===== config.mk =====
export PLATFORM = sky130hd
export DESIGN_NAME = exec_sequencer
export DESIGN_NICKNAME = d
export VERILOG_FILES = /design/src/rtl/exec_sequencer_pkg.sv /design/src/rtl/valid_delay_line.sv /design/src/rtl/exec_sequencer.sv
export SDC_FILE = /design/constraint.sdc
export NUM_CORES = 1
export LEC_CHECK = 0
export CAP_MARGIN = 20
export CORE_ASPECT_RATIO = 2
export CORE_MARGIN = 1.5
export CORE_UTILIZATION = 46
export DETAILED_ROUTE_END_ITERATION = 6
export PLACE_DENSITY = 0.75
export SLEW_MARGIN = 20
export SYNTH_ARGS = -nofsm -noshare
export SYNTH_HDL_FRONTEND = slang
export SYNTH_HIERARCHICAL = 1
export SYNTH_SLANG_ARGS = --single-unit

===== constraint.sdc =====
create_clock -name clk -period 2.1 [get_ports clk]
set_clock_uncertainty 0.1 [all_clocks]
set_input_delay 0.315 -clock clk [delete_from_list [all_inputs] [get_ports clk]]
set_output_delay 0.315 -clock clk [all_outputs]
set_load 0.005 [all_outputs]

===== src/rtl/exec_sequencer_pkg.sv =====
// Shared types and widths for the SIMD execute-unit issue sequencer.
package exec_sequencer_pkg;

   localparam int OP_SEL_WIDTH = 3;

   typedef enum logic [1:0] {
      IDLE  = 2'd0,
      ISSUE = 2'd1,
      DRAIN = 2'd2
   } seq_state_t;

endpackage


===== src/rtl/valid_delay_line.sv =====
// Fixed-depth valid shift register; pending_o flags bits that will still be in flight next cycle.
module valid_delay_line #(
   parameter int DEPTH = 2
) (
   input  logic clk,
   input  logic rst,
   input  logic in_i,
   output logic out_o,
   output logic pending_o
);

   logic [DEPTH-1:0] pipe_q;

   always_ff @(posedge clk or posedge rst) begin
      if (rst) pipe_q <= '0;
      else     pipe_q <= (pipe_q << 1) | DEPTH'(in_i);
   end

   assign out_o     = pipe_q[DEPTH-1];
   // Everything except the stage leaving this cycle.
   assign pending_o = |(pipe_q & ~(DEPTH'(1) << (DEPTH - 1)));

endmodule


===== src/rtl/exec_sequencer.sv =====
// Issue sequencer for the SIMD execute unit: walks operand chunks, aligns dot accumulate to the
// unit's phase, flags result valids and pulses done. SEQ_PERF_CNT_EN adds busy/instruction counters.
module exec_sequencer
   import exec_sequencer_pkg::*;
#(
   parameter int PE_COUNT  = 4,
   parameter int LEN_WIDTH = 8,
   parameter int EXEC_LAT  = 2,
   parameter int DOT_LAT   = 2
) (
   input  logic                    clk,
   input  logic                    rst,
   input  logic                    instr_valid_i,
   output logic                    instr_ready_o,
   input  logic [OP_SEL_WIDTH-1:0] instr_op_i,
   input  logic                    instr_is_dot_i,
   input  logic [LEN_WIDTH-1:0]    instr_len_i,
   output logic                    rd_en_o,
   output logic [LEN_WIDTH-1:0]    rd_idx_o,
   output logic [OP_SEL_WIDTH-1:0] pe_op_o,
   output logic                    dot_prod_en_o,
   output logic                    shift_o,
   output logic                    elem_valid_o,
   output logic                    dot_valid_o,
   output logic                    busy_o,
   output logic                    done_o
`ifdef SEQ_PERF_CNT_EN
   ,
   output logic [31:0]             perf_busy_cycles_o,
   output logic [31:0]             perf_instr_cnt_o
`endif
);

   localparam int ELEM_DEPTH = 1 + EXEC_LAT;

   if (PE_COUNT < 1 || DOT_LAT < 1 || EXEC_LAT < 0 || LEN_WIDTH < 1) begin : g_bad_params
      $error("exec_sequencer: PE_COUNT, DOT_LAT, LEN_WIDTH must be >= 1 and EXEC_LAT >= 0");
   end

   seq_state_t              state_q;
   logic                    phase_q;
   logic                    rd_en_q;
   logic                    dot_en_q;
   logic                    shift_out_q;
   logic                    done_q;
   logic                    is_dot_q;
   logic [LEN_WIDTH-1:0]    rd_idx_q;
   logic [LEN_WIDTH-1:0]    len_q;
   logic [OP_SEL_WIDTH-1:0] op_q;

   logic [LEN_WIDTH-1:0]    len_d;
   logic                    last_read;
   logic                    elem_in, elem_pend;
   logic                    dot_in, dot_pend;
   logic                    drained;

   assign len_d     = (instr_len_i == '0) ? LEN_WIDTH'(1) : instr_len_i;
   assign last_read = (rd_idx_q == len_q - LEN_WIDTH'(1));
   assign elem_in   = rd_en_q & ~is_dot_q;
   // The only dot_prod_en seen in DRAIN is the one for the last chunk.
   assign dot_in    = dot_en_q & (state_q == DRAIN);
   assign drained   = ~(elem_in | elem_pend | dot_in | dot_pend);

   always_ff @(posedge clk or posedge rst) begin
      if (rst) begin
         state_q     <= IDLE;
         phase_q     <= 1'b0;
         rd_en_q     <= 1'b0;
         dot_en_q    <= 1'b0;
         shift_out_q <= 1'b0;
         done_q      <= 1'b0;
         is_dot_q    <= 1'b0;
         rd_idx_q    <= '0;
         len_q       <= '0;
         op_q        <= '0;
      end else begin
         phase_q     <= ~phase_q;
         dot_en_q    <= rd_en_q & is_dot_q;
         shift_out_q <= rd_en_q & (rd_idx_q == '0);
         done_q      <= 1'b0;
         case (state_q)
            IDLE: begin
               if (instr_valid_i) begin
                  state_q  <= ISSUE;
                  op_q     <= instr_op_i;
                  is_dot_q <= instr_is_dot_i;
                  len_q    <= len_d;
                  rd_idx_q <= '0;
                  // Dot reads land on phase=0 so operands arrive on a phase=1 cycle.
                  rd_en_q  <= instr_is_dot_i ? phase_q : 1'b1;
               end
            end
            ISSUE: begin
               if (rd_en_q && last_read) begin
                  rd_en_q <= 1'b0;
                  state_q <= DRAIN;
               end else begin
                  if (rd_en_q) rd_idx_q <= rd_idx_q + LEN_WIDTH'(1);
                  rd_en_q <= is_dot_q ? phase_q : 1'b1;
               end
            end
            DRAIN: begin
               if (drained) begin
                  state_q <= IDLE;
                  done_q  <= 1'b1;
               end
            end
            default: state_q <= IDLE;
         endcase
      end
   end

   valid_delay_line #(.DEPTH(ELEM_DEPTH)) u_elem_pipe (
      .clk       (clk),
      .rst       (rst),
      .in_i      (elem_in),
      .out_o     (elem_valid_o),
      .pending_o (elem_pend)
   );

   valid_delay_line #(.DEPTH(DOT_LAT)) u_dot_pipe (
      .clk       (clk),
      .rst       (rst),
      .in_i      (dot_in),
      .out_o     (dot_valid_o),
      .pending_o (dot_pend)
   );

   assign instr_ready_o = (state_q == IDLE);
   assign busy_o        = (state_q != IDLE);
   assign rd_en_o       = rd_en_q;
   assign rd_idx_o      = rd_idx_q;
   assign pe_op_o       = op_q;
   assign dot_prod_en_o = dot_en_q;
   assign shift_o       = shift_out_q;
   assign done_o        = done_q;

`ifdef SEQ_PERF_CNT_EN
   logic [31:0] perf_busy_q;
   logic [31:0] perf_instr_q;

   always_ff @(posedge clk or posedge rst) begin
      if (rst) begin
         perf_busy_q  <= '0;
         perf_instr_q <= '0;
      end else begin
         if (busy_o && perf_busy_q != '1)  perf_busy_q  <= perf_busy_q + 32'd1;
         if (done_q && perf_instr_q != '1) perf_instr_q <= perf_instr_q + 32'd1;
      end
   end

   assign perf_busy_cycles_o = perf_busy_q;
   assign perf_instr_cnt_o   = perf_instr_q;
`endif

endmodule


==> metrics list <==
- Clock-pin slew of the registers on the worst-case setup and hold paths: approximately 70 ps
- Number of enable-type register cells in the synthesized netlist: 0
- Die width: 46.2 um
- Syn Std Cell Area: ~1700 um2
* Biggest area contributors in the synthesized netlist: sky130_fd_sc_hd__dfrtp_1 (47%), sky130_fd_sc_hd__nand2_1 (9.0%), sky130_fd_sc_hd__xnor2_1 (3.1%)
* Int Pwr: ~2.1 mW
- Synth-to-Final Area Change: 43.2%
* I/O pin cnt: 34
- Critical path data arrival time: 2320 ps
* Type of the most critical hold path: in -> async
* Upper clock frequency limit: 0.453 GHz
- After synthesis, the netlist uses ~50 different library cells.
* Via-to-Cell Ratio: 5.37
* Number of clock buffers inserted by TritonCTS: 5
- Antenna violations before repair: 0
- After technology mapping, the gate count stands at 188.
* TritonCTS clock tree: yes
- In this run the power spent charging and discharging nets is 1.30 mW.
- Failing checks: negative setup slack
- sky130_fd_sc_hd__nand2_1 is the most common cell in the netlist.
- CORE AREA: 3610 um2
* Register area share after synthesis: 46.6%
- Among all flip-flop cells after synthesis, the most frequent one is sky130_fd_sc_hd__dfrtp_1.
* Min setup slack post-route: -106 ps
- The tool flagged a number of max-cap violations equal to 0.
- Count of placed standard cells including taps: 282
* Average wire per cell in the routed design: 14.9 um
- The floorplan step defined a die boundary enclosing 4140 um2.
- Headroom to the max-slew limit: approximately 75%
* Clk root buf: sky130_fd_sc_hd__clkbuf_8
- Weighted congestion reported at the end of routability-driven placement: approximately 0.8
* Detailed-router iteration count before antenna repair: 4
- Warning count from the yosys run: 6
- The total overflow left after global routing is 0.
- The setup path with the least slack is of type reg -> reg.
- In the routed design, unresolved DRC markers number 0.
* Net count after synthesis: 206
- CP Cell Sequence: nor4_4, a211oi_2, o21bai_2, a211oi_4, buf_12, or4_4, a21oi_2
* Portion of total power attributed to the clock network: 16.8%
* Vias in the first global route: approximately 1500
- Combinational group share of total power: 52.4%
- Final Total Pwr: ~3.4 mW
* Share of total power consumed by net switching: 37.7%
- Startpoint type of the worst setup path: flip-flop
- Endpoints failing setup: 7
- Status: complete, but fails checks
- Routed wire length: 4360 um
- The commonest cells after synthesis are sky130_fd_sc_hd__nand2_1 (41), sky130_fd_sc_hd__dfrtp_1 (32), sky130_fd_sc_hd__inv_1 (10).
* Data required time at the worst endpoint: 2220 ps
* Aggregate global-route resource usage: between 20% and 30%
* Slowest cell on the critical path: sky130_fd_sc_hd__or4_4
* Die H: 89.5 um
- Sequential Power Share: between 30% and 40%
- Maximum root-to-sink buffer count: 2
* CTS sink cnt: 32
- Leaving out filler cells and counting taps, the final layout contains 293.
* Actual slew at the worst max-slew pin: 376 ps
- In the synthesized netlist the async set-or-reset flop fraction comes to 100%.
- Subtracting the final worst setup slack from the clock period gives 2210 ps.
* Number of hold-repair buffers added at the cts stage: 0
- Antenna Violating Nets Remaining: 0
* CP peak stage delay: 510 ps
- Share of final-layout standard cells stronger than drive strength 1: 22.5%
- Nature of the critical path endpoint: flip-flop
- DRC violation total after the first TritonRoute iteration: 38
* First-pass GRT wire length: 6760 um
* IO buf count: 33
- Via count of the routed design: between 1500 and 2000
- Of the available clock period, the critical path in the final layout requires 105%.
- In this run, synthesis produced a sequential element count of 32.
* Largest fanout on the critical path: 11
- The analysis attributes to cell leakage a power of 1.09 nW.
- The top cell type by area accounts for 46.6% of the synthesized area.
- The average instance in the mapped netlist occupies around 9.1 um2.
- IR drop worst, VDD: ~0.85 mV
- The number of hold-slack violations in the final timing report is 0.
- P per Cell Area: 1400 nW/um2
* Unrepaired setup endpoints after global routing: yes
- Once detailed placement completed, the half-perimeter wirelength came to 3190 um.
* Cell type with the highest aggregate area in the netlist: sky130_fd_sc_hd__dfrtp_1
* Number of max-slew violations in the final report: 0
- Filler cells: 293
- Total number of nets in the final design: 261
* Row Count: 31
* Maximum number of pins on one net before global-route repair: 28
- The clock reaches the later pin of the worst-skew pair after 290 ps.
* Antenna diode instance count: 0
* Initial cell density of the core: 47.7%
- Maximum level of the CTS H-tree: 2
==> layout by cell type, fill, tap and decap left out, drive strengths merged, types with 2 or more instances in the layout <==
cell type and n:
nor3 4, clkdlybuf4s50 33, buf 25, nor4b 2
nor2 9, clkbuf 6, or3 2, nand4 2
nand2 41, inv 10, or4 3, dfrtp 32
xor2 3, and2 4, a21oi 11, nor4 2
xnor2 6, nand2b 3, a211oi 2, nand3 7
o21ai 9, o2bb2ai 2, o21bai 2, nor2b 3
ha 3
==> sequential cells by signal, summed over array words and instances (netlist names) <==
name and cells:
done_o 1, dot_prod_en_o 1, is_dot_q 1, len_q 8, pe_op_o 3, phase_q 1, rd_en_o 1, rd_idx_o 8
shift_o 1, state_q 2, u_dot_pipe/pipe_q 2, u_elem_pipe/pipe_q 3
==> critical path: cells and delay by family, from the launching register on <==
| family | cells | cell delay, ps |
|---|---|---|
| DFF | 1 | 410 |
| AOI/OAI and AO/OA | 4 | 550 |
| and+or+nand+nor | 2 | 930 |
| buffers and inverters | 1 | 150 |
==> cell type report <==
type	count	area, um2	share of cell area (%)
repair buffers	58	534	21.7
flip-flops and latches	32	801	32.5
clock buffers	6	72.6	2.95
inverters	10	37.5	1.53
multi-input cells	136	920	37.4
well taps	49	61.3	2.49
clock inverters	2	35.0	1.42
==> routing by layer <==
layer / global-route usage (%) / vias to the layer above / wire length (um)
met5: 0 / - / 0
met4: 11.7 / 0 / 155
met3: 4.65 / 15 / 96
met2: 40.8 / 33 / 2510
met1: 25.2 / 777 / 1600
li1: - / 749 / -
==> power by group through the flow <==
stage	clock network [mW]	logic, mW	registers [mW]
global route	0.613	1.97	1.09
floorplan	0	1.00	1.05
finish	0.578	1.80	1.06
CTS	0.588	1.75	1.06
detailed placement	0	1.65	1.06
global placement	0	1.62	1.06
==> repair_timing <==
item / 4_1_cts / 5_1_grt
cloned: 0 / 0
resized for setup: 7 / 7
endpoints found under the setup margin: 10 / 11
pin swaps: 5 / 8
buffers inserted: 2 / 2
==> logic make-up (layout without fill, tap and decap cells) <==
| logic type | Yosys count | in the layout | share of synthesized area (%) |
|---|---|---|---|
| flops | 32 | 32 | 46.6 |
| compound gates | 35 | 35 | 14.6 |
| mux | 1 | 1 | 0.582 |
| buf+inv | 20 | 76 | 5.31 |
| xor+xnor | 9 | 9 | 4.59 |
| simple gates | 88 | 88 | 26.1 |
| fa+ha+maj | 3 | 3 | 2.18 |
==> per-stage QoR <==
| stage | TNS (ps) | setup WS (ps) | util, % | hold slack (ps) | area, um2 |
|---|---|---|---|---|---|
| 4_1_cts | -249 | -75.9 | 67.0 | 136 | 2420 |
| 6_report | -400 | -106 | 68.2 | 137 | 2460 |
| 5_1_grt | -1270 | -214 | 68.2 | 192 | 2460 |
| 2_1_floorplan | -394 | -83.0 | - | -43.8 | 1750 |
| 3_3_place_gp | -181 | -64.9 | 62.6 | 264 | 2260 |
| 3_5_place_dp | -782 | -160 | 62.6 | 256 | 2260 |
==> path summary, 6_finish.rpt <==
kind	startpoint	endpoint	slack [ps]	depth (start not counted)
worst max-delay path	len_q[3]	rd_idx_o[7]	-110	7
worst min-delay path	rst	u_dot_pipe/pipe_q[0]	140	2
worst max register to register	len_q[3]	rd_idx_o[7]	-110	7
worst min register to register	u_elem_pipe/pipe_q[1]	u_elem_pipe/pipe_q[2]	270	0
max in group asynchronous	rst	rd_idx_o[1]	1300	3
min in group clk	u_elem_pipe/pipe_q[1]	u_elem_pipe/pipe_q[2]	270	0
(Power assumes the default switching activity.)
